`config.mk`:
```
export PLATFORM = sky130hd
export DESIGN_NAME = uart_rx_block_assembler
export DESIGN_NICKNAME = d
export VERILOG_FILES = /design/src/rtl/uart_rx_block_assembler.sv
export SDC_FILE = /design/constraint.sdc
export NUM_CORES = 1
export LEC_CHECK = 0
export ABC_AREA = 0
export CORE_ASPECT_RATIO = 1.1
export CORE_UTILIZATION = 47
export DETAILED_ROUTE_END_ITERATION = 10
export PLACE_DENSITY = 0.8
export SLEW_MARGIN = 15
export SYNTH_ARGS = -nofsm -noshare
export SYNTH_HDL_FRONTEND = slang
export SYNTH_SLANG_ARGS = --single-unit
```
`constraint.sdc`:
```
create_clock -name clk -period 5.5 [get_ports clk]
set_input_delay 1.1 -clock clk [delete_from_list [all_inputs] [get_ports clk]]
set_output_delay 1.1 -clock clk [all_outputs]
set_load 0.05 [all_outputs]
```
`src/rtl/uart_rx_block_assembler.sv`:
```
// -----------------------------------------------------------------------------
// uart_rx_block_assembler
//
// Drains a show-ahead UART RX FIFO and packs consecutive bytes into one
// BYTES_PER_BLOCK-byte block for the AES input stage. The block is offered over
// a valid/ready handshake. The first byte received ends up in the MSBs.
//
// Optional feature (compile-time macro RX_TIMEOUT_FLUSH_EN):
//   A partial block is handed out once the FIFO has been idle for
//   TIMEOUT_CYCLES cycles. The bytes are left-aligned and the low bytes are
//   zero-filled. When the macro is undefined, partial blocks wait indefinitely
//   and TIMEOUT_CYCLES has no effect.
//
// Ports:
//   clk        in   system clock, rising edge
//   reset      in   asynchronous, active-high reset
//   flush      in   synchronous; discards a partially collected block
//   rx_empty   in   RX FIFO empty flag
//   rx_data    in   RX FIFO head word (valid while rx_empty=0)
//   rx_rd      out  RX FIFO pop strobe (combinational)
//   blk_data   out  assembled block, first byte in MSBs
//   blk_count  out  number of valid bytes in blk_data
//   blk_valid  out  block available
//   blk_ready  in   consumer accepts the block
// -----------------------------------------------------------------------------
module uart_rx_block_assembler #(
  parameter int BYTES_PER_BLOCK = 16,
  parameter int DATA_WIDTH      = 8,
  parameter int TIMEOUT_CYCLES  = 1024
) (
  input  logic                                    clk,
  input  logic                                    reset,
  input  logic                                    flush,
  input  logic                                    rx_empty,
  input  logic [DATA_WIDTH-1:0]                   rx_data,
  output logic                                    rx_rd,
  output logic [BYTES_PER_BLOCK*DATA_WIDTH-1:0]   blk_data,
  output logic [$clog2(BYTES_PER_BLOCK+1)-1:0]    blk_count,
  output logic                                    blk_valid,
  input  logic                                    blk_ready
);

  localparam int W  = BYTES_PER_BLOCK * DATA_WIDTH;
  localparam int CW = $clog2(BYTES_PER_BLOCK + 1);

  // Elaboration-time parameter sanity check
  if (BYTES_PER_BLOCK < 2 || TIMEOUT_CYCLES < 2) begin : g_param_check
    $error("uart_rx_block_assembler: BYTES_PER_BLOCK and TIMEOUT_CYCLES must be >= 2");
  end

  typedef enum logic [0:0] {
    COLLECT = 1'b0,
    OUTPUT  = 1'b1
  } state_t;

  state_t        state_r;
  logic [CW-1:0] cnt_r;
  logic          pop_s;
  logic          last_pop_s;

  // Pop decision: only while collecting, never during flush or reset
  always_comb begin
    pop_s      = (state_r == COLLECT) && !rx_empty && !flush && !reset;
    last_pop_s = pop_s && (cnt_r == CW'(BYTES_PER_BLOCK - 1));
  end

  assign rx_rd = pop_s;

`ifdef RX_TIMEOUT_FLUSH_EN
  localparam int IW = $clog2(TIMEOUT_CYCLES);

  logic [IW-1:0] idle_r;
  logic          expire_s;
  logic [W-1:0]  aligned_s;

  // Timeout expiry and left-alignment of the partial block
  always_comb begin
    expire_s  = (state_r == COLLECT) && (cnt_r != {CW{1'b0}}) && !pop_s && !flush &&
                (idle_r == IW'(TIMEOUT_CYCLES - 1));
    aligned_s = blk_data << (DATA_WIDTH * (BYTES_PER_BLOCK - int'(cnt_r)));
  end

  // Idle counter: runs only while a partial block waits for more bytes
  always_ff @(posedge clk or posedge reset) begin
    if (reset) begin
      idle_r <= {IW{1'b0}};
    end else if (pop_s || flush || (state_r != COLLECT)) begin
      idle_r <= {IW{1'b0}};
    end else if ((cnt_r != {CW{1'b0}}) && !expire_s) begin
      idle_r <= idle_r + IW'(1'b1);
    end else begin
      idle_r <= idle_r;
    end
  end
`endif

  // Block assembly FSM with registered block outputs
  always_ff @(posedge clk or posedge reset) begin
    if (reset) begin
      state_r   <= COLLECT;
      cnt_r     <= {CW{1'b0}};
      blk_data  <= {W{1'b0}};
      blk_count <= {CW{1'b0}};
      blk_valid <= 1'b0;
    end else begin
      case (state_r)
        COLLECT: begin
          if (flush) begin
            cnt_r    <= {CW{1'b0}};
            blk_data <= {W{1'b0}};
          end else if (pop_s) begin
            blk_data <= {blk_data[W-DATA_WIDTH-1:0], rx_data};
            cnt_r    <= cnt_r + CW'(1'b1);
            if (last_pop_s) begin
              state_r   <= OUTPUT;
              blk_valid <= 1'b1;
              blk_count <= CW'(BYTES_PER_BLOCK);
            end
          end
`ifdef RX_TIMEOUT_FLUSH_EN
          // A pop in the same cycle wins over timeout expiry
          else if (expire_s) begin
            state_r   <= OUTPUT;
            blk_valid <= 1'b1;
            blk_count <= cnt_r;
            blk_data  <= aligned_s;
          end
`endif
        end
        OUTPUT: begin
          // flush is ignored here: a valid block is never retracted
          if (blk_ready) begin
            state_r   <= COLLECT;
            blk_valid <= 1'b0;
            cnt_r     <= {CW{1'b0}};
            blk_data  <= {W{1'b0}};
            blk_count <= {CW{1'b0}};
          end
        end
        default: begin
          state_r   <= COLLECT;
          cnt_r     <= {CW{1'b0}};
          blk_data  <= {W{1'b0}};
          blk_count <= {CW{1'b0}};
          blk_valid <= 1'b0;
        end
      endcase
    end
  end

endmodule
```
==> flow_metrics.tcl <==
set metrics [dict create \
    status "completed" \
    timing.rr.end "blk_data[63]" \
    finalSetupTns_ns 0 \
    ant_nets 0 \
    port_buffers 143 \
    r2r_start "state_r" \
    r2r_cells 4 \
    max_freq_mhz 252 \
    hold_depth 1 \
    final.min_clock_period_ns 3.96 \
    syn2layout_area_growth_pct 41.6 \
    num-fill-cells 713 \
    grt_pass1_wl_um 18100 \
    skew_ns 0.00838 \
    cts_hold_buf 0 \
    cts_tree "done" \
    holdWs_ns 0.504 \
    leakage_nw 3.20 \
    ff2ff_setup_slack_ns 3.00 \
    die-height_um 109 \
    grt_pass1_vias 3318 \
    finish.instance_area_um2 6960 \
    fin_nets 480 \
    synth_area_um2 4920 \
    firstDrtPassIters 4 \
    power_density_nw_per_um2 313 \
    cts.sink_count 135 \
    cts.clk_slew.worst_paths_ns 0.06 \
    cts_max_path_buffers 2 \
    num_vias 3419 \
    cts_root_buffer "clkbuf_8" \
    rsz0062_at_grt "no" \
    drt_iter0_drc 113 \
    gp_congestion 0.787 \
    cts-resized-gates 0 \
    arrival_ns 2.86 \
    syn_avg_cell_area_um2 14.9 \
    critical_path_required_ns 4.40 \
    fp.dieArea_um2 10900 \
    worstSetupStartpointType "input port" \
    routedWlPerCell_um 18.4 \
    ys_warn_count 0 \
    postSynthCellCount 330 \
    period_share_pct 72.0 \
    io_pins 148 \
    yosysSeqAreaShare_pct 68.7 \
    grt_max_degree 100 \
    vias_per_cell 5.53 \
    min_to "blk_data[120]" \
    drive_gt1_share_pct 8.58 \
    min_from "blk_data[120]" \
    antenna_found_initial 0 \
    drc 0 \
    peakVddDrop_v 0.000223 \
    place_area_um2 6390 \
    gr-usage-all-layers_pct 22.2 \
    coreArea_um2 10000 \
    tightest_slew_ns 0.855 \
    worstSetupPathType "in -> out" \
    drv_cap 0 \
    post_cts_buffers 0 \
    cts-buffers-inserted 17 \
    n_antenna_cell 0 \
    slew_headroom_pct 43.0 \
    start_util_pct 49.0 \
    gr-total-overflow 0 \
    die_w_um 99.5 \
    dp_hpwl_um 7170 \
    min_path_type "reg -> reg" \
    wirelength_um 11400 \
    critPathCaptureType "output pin" \
    hold_viol 0 \
    ys_types 22 \
    cts_max_level 4 \
    maxSlewViolCount 0 \
    insertion_delay_ns 0.51 \
    crit_fanout 6 \
    setup_viol 0 \
    ys_seq_elements 135 \
    std_cell_rows 38 \
]
==> cells in the mapped netlist <==
| cell type | n | area [um^2] |
|---|---|---|
| a211o_1 | 1 | 8.76 |
| a21o_1 | 1 | 7.51 |
| a221oi_1 | 1 | 8.76 |
| a22o_1 | 130 | 1140 |
| and3_1 | 1 | 6.26 |
| buf_2 | 28 | 140 |
| buf_4 | 6 | 45.0 |
| buf_6 | 1 | 11.3 |
| conb_1 | 1 | 3.75 |
| dfrtp_1 | 135 | 3380 |
| ha_1 | 2 | 25.0 |
| inv_1 | 4 | 15.0 |
| mux2_2 | 1 | 11.3 |
| mux2i_1 | 2 | 20.0 |
| nand2_1 | 7 | 26.3 |
| nand2b_1 | 2 | 12.5 |
| nand3_1 | 1 | 5.00 |
| nor2_1 | 1 | 3.75 |
| nor4_1 | 1 | 6.26 |
| nor4_4 | 1 | 21.3 |
| nor4b_1 | 2 | 17.5 |
| or2_1 | 1 | 6.26 |
==> logic make-up after synthesis <==
family / share of synthesized area (%)
buffers and inverters: 4.30
AOI/OAI and AO/OA: 23.7
and+or+nand+nor: 2.14
muxes: 0.636
other: 0.0762
adders and majority gates: 0.509
DFF: 68.7
==> per-layer routing <==
layer	vias to the layer above	global-route usage, %	part of all wire (%)
met1	1730	30.4	46
met5	-	0	0
met3	9	8.33	6.7
met4	0	7.56	0.72
li1	1539	-	-
met2	141	32.9	47
==> flip-flops by register name, indices dropped and copies added, names as in the netlist <==
signal / cells
blk_data: 128
state_r: 1
blk_count: 1
cnt_r: 5
==> placed cells by master (no fill, tap or decap), drive strengths merged <==
cell type,n
nor4,2
nor4b,2
clkbuf,19
mux2i,2
clkdlybuf4s50,143
clkinvlp,3
conb,4
dfrtp,135
mux2,1
nand2b,2
or2,1
buf,5
nand2,7
a21o,1
and3,1
bufinv,2
a221oi,1
nand3,1
ha,2
a211o,1
clkinv,8
nor2,1
a22o,130
inv,4
==> stage by stage <==
| stage | power (mW) | instances | util (%) | setup slack [ns] |
|---|---|---|---|---|
| after floorplan | 1.10 | 333 | - | 0.789 |
| after global placement | 1.12 | 586 | 63.7 | 1.55 |
| after detailed placement | 1.12 | 586 | 63.7 | 1.56 |
| after CTS | 2.20 | 618 | 69.4 | 1.55 |
| after global routing | 2.26 | 618 | 69.4 | 1.47 |
| final | 2.18 | 618 | 69.4 | 1.54 |
==> report_power, final <==
part	internal, mW	switching, mW
sequential	0.999	0.00456
combinational	0.0245	0.0771
clock	0.664	0.408
total	1.69	0.490
==> critical path: stages <==
cell and delay (ns):
clkdlybuf4s50_1 0.54, nor4_4 0.32, clkdlybuf4s50_1 0.89
==> worst max path at each step <==
stage          slack [ns]   from            to
3_5_place_dp         1.56  flush         rx_rd
6_report             1.54  flush         rx_rd
2_1_floorplan        0.79  reset  blk_count[4]
5_1_grt              1.47  flush         rx_rd
3_3_place_gp         1.55  flush         rx_rd
4_1_cts              1.55  flush         rx_rd
==> layout make-up <==
| type | instances | area, um^2 | area share [%] |
|---|---|---|---|
| Clock buffer | 19 | 442 | 6.34 |
| Clock inverter | 13 | 130 | 1.87 |
| Inverter | 4 | 20.0 | 0.288 |
| Multi-Input combinational cell | 159 | 1350 | 19.4 |
| Sequential cell | 135 | 3380 | 48.5 |
| Tap cell | 140 | 175 | 2.52 |
| Timing Repair Buffer | 148 | 1470 | 21.1 |
Power figures use the tool's default switching activity.
